`src/rtl/dec_rr_sel.sv`:
```
`default_nettype none
// ============================================================================
//  Module   : dec_rr_sel
//  Purpose  : Multi-channel W-bit code decoder with a registered one-hot
//             output. The source channel is either taken from a fixed
//             select input or found by round-robin scanning over the
//             enabled channels.
//  Revision : 1.0 - initial release
// ----------------------------------------------------------------------------
//  Parameters
//    W     code width per channel; result is 2**W bits wide
//    N     number of channels, 2 <= N <= 2**SELW
//    SELW  width of the channel-index signals
//  Ports
//    clk     in   1         rising-edge clock
//    rst     in   1         synchronous active-high reset
//    code    in   N*W       channel codes, channel i at [i*W +: W]
//    en      in   N         per-channel enables
//    mode    in   1         0 = fixed select, 1 = round-robin
//    sel     in   SELW      channel index used in fixed mode
//    result  out  2**W      registered one-hot decode, or zero
//    chan    out  SELW      registered index of the source channel
//    valid   out  1         registered; result holds a decoded code
// ============================================================================
module dec_rr_sel #(
  parameter int W    = 2,
  parameter int N    = 2,
  parameter int SELW = 1
) (
  input  logic                clk,
  input  logic                rst,
  input  logic [N*W-1:0]      code,
  input  logic [N-1:0]        en,
  input  logic                mode,
  input  logic [SELW-1:0]     sel,
  output logic [(2**W)-1:0]   result,
  output logic [SELW-1:0]     chan,
  output logic                valid
);

  localparam int OW = 2**W;

  // Last round-robin grant; reset value N-1 makes the first scan start at 0.
  localparam logic [SELW-1:0] PTR_RST = SELW'(N-1);

  logic [OW-1:0]   result_q, result_d;
  logic [SELW-1:0] chan_q,   chan_d;
  logic            valid_q,  valid_d;
  logic [SELW-1:0] ptr_q,    ptr_d;

  // Fixed-mode channel lookup
  logic            fix_hit;
  logic            fix_en;
  logic [W-1:0]    fix_code;

  // Round-robin grant search
  logic            hi_found;
  logic [SELW-1:0] hi_idx;
  logic            lo_found;
  logic [SELW-1:0] lo_idx;
  logic            rr_found;
  logic [SELW-1:0] rr_idx;
  logic [W-1:0]    rr_code;

  function automatic logic [OW-1:0] onehot(input logic [W-1:0] c);
    logic [OW-1:0] r;
    r    = '0;
    r[c] = 1'b1;
    return r;
  endfunction

  // Fixed mode: a sel value with no matching channel (sel >= N) never hits,
  // so out-of-range selects decode to an invalid, all-zero result.
  always_comb begin
    fix_hit  = 1'b0;
    fix_en   = 1'b0;
    fix_code = '0;
    for (int i = 0; i < N; i++) begin
      if (sel == SELW'(i)) begin
        fix_hit  = 1'b1;
        fix_en   = en[i];
        fix_code = code[i*W +: W];
      end
    end
  end

  // Round-robin: scanning ptr+1 .. ptr+N modulo N is equivalent to taking
  // the lowest enabled channel above ptr, else the lowest enabled channel
  // at or below ptr (ptr itself is therefore visited last).
  always_comb begin
    hi_found = 1'b0;
    hi_idx   = '0;
    lo_found = 1'b0;
    lo_idx   = '0;
    for (int i = 0; i < N; i++) begin
      if (en[i]) begin
        if (SELW'(i) > ptr_q) begin
          if (!hi_found) begin
            hi_found = 1'b1;
            hi_idx   = SELW'(i);
          end
        end else if (!lo_found) begin
          lo_found = 1'b1;
          lo_idx   = SELW'(i);
        end
      end
    end
    rr_found = hi_found | lo_found;
    rr_idx   = hi_found ? hi_idx : lo_idx;

    rr_code = '0;
    for (int i = 0; i < N; i++) begin
      if (rr_idx == SELW'(i)) begin
        rr_code = code[i*W +: W];
      end
    end
  end

  // Next-state selection
  always_comb begin
    result_d = result_q;
    chan_d   = chan_q;
    valid_d  = valid_q;
    ptr_d    = ptr_q;
    if (!mode) begin
      chan_d = sel;
      if (fix_hit && fix_en) begin
        result_d = onehot(fix_code);
        valid_d  = 1'b1;
      end else begin
        result_d = '0;
        valid_d  = 1'b0;
      end
    end else if (rr_found) begin
      result_d = onehot(rr_code);
      chan_d   = rr_idx;
      valid_d  = 1'b1;
      ptr_d    = rr_idx;
    end else begin
      // Nothing enabled: chan and ptr keep their last grant.
      result_d = '0;
      valid_d  = 1'b0;
    end
  end

  always_ff @(posedge clk) begin
    if (rst) begin
      result_q <= '0;
      chan_q   <= '0;
      valid_q  <= 1'b0;
      ptr_q    <= PTR_RST;
    end else begin
      result_q <= result_d;
      chan_q   <= chan_d;
      valid_q  <= valid_d;
      ptr_q    <= ptr_d;
    end
  end

  assign result = result_q;
  assign chan   = chan_q;
  assign valid  = valid_q;

endmodule
`default_nettype wire

```
`config.mk`:
```
export PLATFORM = sky130hd
export DESIGN_NAME = dec_rr_sel
export DESIGN_NICKNAME = d
export VERILOG_FILES = /design/src/rtl/dec_rr_sel.sv
export SDC_FILE = /design/constraint.sdc
export NUM_CORES = 1
export LEC_CHECK = 0
export BUFFER_PORTS_ARGS = -buffer_cell sky130_fd_sc_hd__buf_2
export CAP_MARGIN = 20
export CORE_AREA = 2 2 39 41
export DETAILED_ROUTE_END_ITERATION = 7
export DIE_AREA = 0 0 41 43
export RECOVER_POWER = 50
export SLEW_MARGIN = 20
export SYNTH_ARGS = -nofsm -noshare
export SYNTH_HDL_FRONTEND = slang
export SYNTH_SLANG_ARGS = --single-unit
```
`constraint.sdc`:
```
create_clock -name clk -period 1.5 [get_ports clk]
set_input_delay 0.3 -clock clk [delete_from_list [all_inputs] [get_ports clk]]
set_output_delay 0.3 -clock clk [all_outputs]
set_load 0.1 [all_outputs]
```
==> Word level (Yosys, flattened, before mapping) <==
Cells that the tools add are included.
{ "totals": {"reg_bits": 7, "input_bits": 10} }
{ "classes": {"n_eq_ne": 1, "n_reduce_logical": 3, "bitwise": 1, "order_cmp": 6, "n_mux": 30} }
{ "op_table": {"columns": ["op", "count"], "rows": [
  ["$mux W1", 23],
  ["$mux W4", 3],
  ["$lt A2 B3 Y1 const B", 2],
  ["$demux W1 S2", 2],
  ["$ge A2 B1 Y1 const B", 2],
  ["$mux W2", 2],
  ["$gt A1 B1 Y1 const A", 2],
  ["$logic_and A1 B1 Y1", 2],
  ["$ne A2 B1 Y1 const B", 1],
  ["$reduce_and A2 Y1", 1],
  ["$or A1 B1 Y1", 1]
]} }

==> Logic depth before layout (Yosys ltp) <==
{ "depth": {"depth_word": 14, "ltp_mapped": 5, "ltp_nobuf": 4} }

==> Least setup slack after synthesis <==
Ideal clock, no wire load.
{ "synth_path": {"path_kind": "register -> register", "startpoint": "register chan (netlist name)", "endpoint": "register chan_q (netlist: chan)", "arrival_ns": 1.379, "n_path_buf": 0, "setup_time_ns": 0.070, "t_required_ns": 1.430, "stages_incl_launch_ff": 4, "synth_period_minus_slack_ns": 1.449, "setup_slack_ns": 0.051, "cell_sequence": "dfxtp_1 -> and2b_2 -> o211ai_1 -> a21oi_1"} }
{ "synth_lines": {"columns": ["element", "line", "source"], "rows": [
  ["end signal: assignment", "154", "chan_q <= chan_d;"],
  ["end: declaration", "47", "logic [SELW-1:0] chan_q, chan_d;"]
]} }

==> Worst setup path after layout <==
{ "layout_path": {"startpoint": "register chan_q (netlist: chan)", "endpoint": "output chan"} }
{ "layout_lines": {"columns": ["element", "line", "source"], "rows": [
  ["end: declaration", "37", "output logic [SELW-1:0] chan,"]
]} }
No word-level cell between the ends.

==> results.toml <==
[status]
status = "finished clean"

[floorplanning]
dieHeight_um = 43
floorplan.initialDensity_pct = 29.0
fp.dieArea_um2 = 1760
pin_count = 16
rows = 14
core_um2 = 1380
fp.dieW_um = 41

[synthesis]
synth.avg_cell_area_um2 = 8.20
ys_ff_latch = 7
yosysUniqueCellTypes = 26
syn_area_um2 = 402
yosysMostFrequentCell = "dfxtp_1"
synth.area.top_cells = "dfxtp_1 35%, a22o_1 6.5%, mux2i_1 5.0%"
syn-num-nets = 59
async_reset_ff_share_pct = 0
synth_top_flop_cell = "dfxtp_1"
yosysTopAreaCell = "dfxtp_1"
netlist_instances = 49
ys_seq_area_share_pct = 34.9
synth_common_cells = "7 x dfxtp_1, 5 x nand2_1, 4 x nor2_1"
synth_edf_count = 0
ys_warn_count = 0
synth_top_area_share_pct = 34.9

[clock_network]
cts-hold-fix-buffers = 0
cts_tree = "done"
postCtsSetupBuffers = 0
clock_path_buffers = 2
h-tree-depth = 1
cts_buffers = 3
clkTransAtPathRegs_ns = 0.06
clk_latency_ns = 0.25
clock_sinks = 7
root_buffer = "clkbuf_4"
cts_resized = 0

[critical_path]
ff2ff_setup_slack_ns = 0.32
timing.rr.end = "result[1]$_SDFF_PP0_"
r2r_cells = 4
critPathMaxFanout = 2
crit_slowest_cell = "buf_2"
critPathBufInv = 1
crit_required_ns = 1.20
endpoint_kind = "primary output"
worstPathArrival_ns = 0.99
worstSetupPathType = "register to primary output"
start_kind = "register"
crit_chain = "buf_2"
critical-path-top-delay-family = "buffers and inverters"
slowest_delay_ns = 0.42
reg2reg_from = "ptr_q$_SDFFE_PP1P_"

[min_path]
holdPathEnd = "chan$_SDFFE_PP0P_"
hold_path.class = "input port to register"
whs_path_depth = 2
worstHoldStart = "rst"

[drt]
drt_iter0_drc = 7
wl_per_cell_um = 10.4
drtPass1Iterations = 4
vias = 408
remaining_drc_errors = 0
wirelength_um = 843
viasPerCell = 5.04
ant_nets = 0

[sta]
fin_skew_ns = 0.00970
clock.fmax_mhz = 773
maxSlewHeadroom_pct = 67.9
hold_viol_final = 0
slew_viol_final = 0
tightest_slew_ns = 0.485
fin_crit_sh_pct = 86.2
rsz0062_at_grt = "no"
min_period_ns = 1.29
setup_viol = 0
setup_tns_ns = 0

[global_routing]
antenna_found_initial = 0
grtUsageTotal_pct = 10.7
grt_overflow = 0
grt_pass1_vias = 316
grt_max_degree = 11
grt_pass1_wl_um = 1260

[finish]
fin_util_pct = 36.1
syn_to_final_growth_pct = 24.3
diodes = 0
fin_nets = 76
drive_above_1_share_pct = 29.2

[placement]
gp_congestion = 0.758
place_hpwl_um = 654
io_buffers = 15

[power]
power_density_nw_per_um2 = 1040
leakage_nw = 0.221
ir_drop_v = 0.000239

[job]
maxCapViolations = 0
-- state kept, by name (all words and copies together), names as in the netlist --
register / flops
result: 4
chan: 1
ptr_q: 1
valid: 1
-- worst max path at each step --
stage,from,end,cells after the start
2_1_floorplan,chan$_SDFFE_PP0P_,chan$_SDFFE_PP0P_,3
3_3_place_gp,en[0],result[3]$_SDFF_PP0_,5
3_5_place_dp,en[0],result[3]$_SDFF_PP0_,5
4_1_cts,chan$_SDFFE_PP0P_,chan,1
5_1_grt,result[2]$_SDFF_PP0_,result[2],1
6_report,chan$_SDFFE_PP0P_,chan,1
-- per-layer routing --
layer  global-route usage [%]  share of wire (%)  up-vias
li1                         -                  -      215
met1                     12.7                 48      179
met2                     15.3                 44       12
met3                     4.71                5.9        2
met4                     6.00                1.4        0
met5                        0                  0        -
-- final cells by class --
cell class | count | area (µm²)
Fill cell | 164 | 885
Tap cell | 16 | 20.0
Inverter | 1 | 3.75
Timing Repair Buffer | 15 | 73.8
Clock buffer | 4 | 26.3
Sequential cell | 7 | 140
Multi-Input combinational cell | 38 | 235
-- power breakdown --
| group | internal, mW | total [mW] | switching (mW) |
|---|---|---|---|
| combinational | 0.0371 | 0.146 | 0.109 |
| clock | 0.102 | 0.175 | 0.0731 |
| sequential | 0.197 | 0.201 | 0.00355 |
| total | 0.336 | 0.521 | 0.185 |
-- per-stage QoR --
step	instances	total power [mW]	area (µm²)	setup slack [ns]	hold WS, ns
floorplan	49	0.321	402	0.0509	0.471
global placement	77	0.351	477	0.211	0.506
detailed placement	77	0.352	477	0.197	0.511
CTS	81	0.528	503	0.200	0.340
global route	81	0.549	499	0.188	0.376
finish	81	0.521	499	0.207	0.342
-- cells by family after synthesis --
kind of cell | after synthesis | share of synthesized area, %
buf+inv | 4 | 5.92
simple gates | 22 | 28.4
mux | 2 | 4.98
compound gates | 14 | 25.9
flops | 7 | 34.9
-- placed cells by master, fill, tap and decap left out --
cell and n:
buf_2 14, nand2_1 6, clkbuf_1 2, nand3b_1 1, a21oi_1 3, o32a_1 1
nor3b_1 1, a32oi_1 1, o21ai_0 2, a22oi_1 1, nor2_1 4, a22o_1 3
or3_1 1, nand2b_1 1, inv_1 1, nor3_1 3, clkbuf_4 3, a211o_2 1
and2b_2 1, nor2b_1 2, o32ai_1 1, o211ai_1 1, mux2i_1 2, nand3_1 2
dfxtp_1 7
Note: power is estimated with default switching activity, not from simulation.
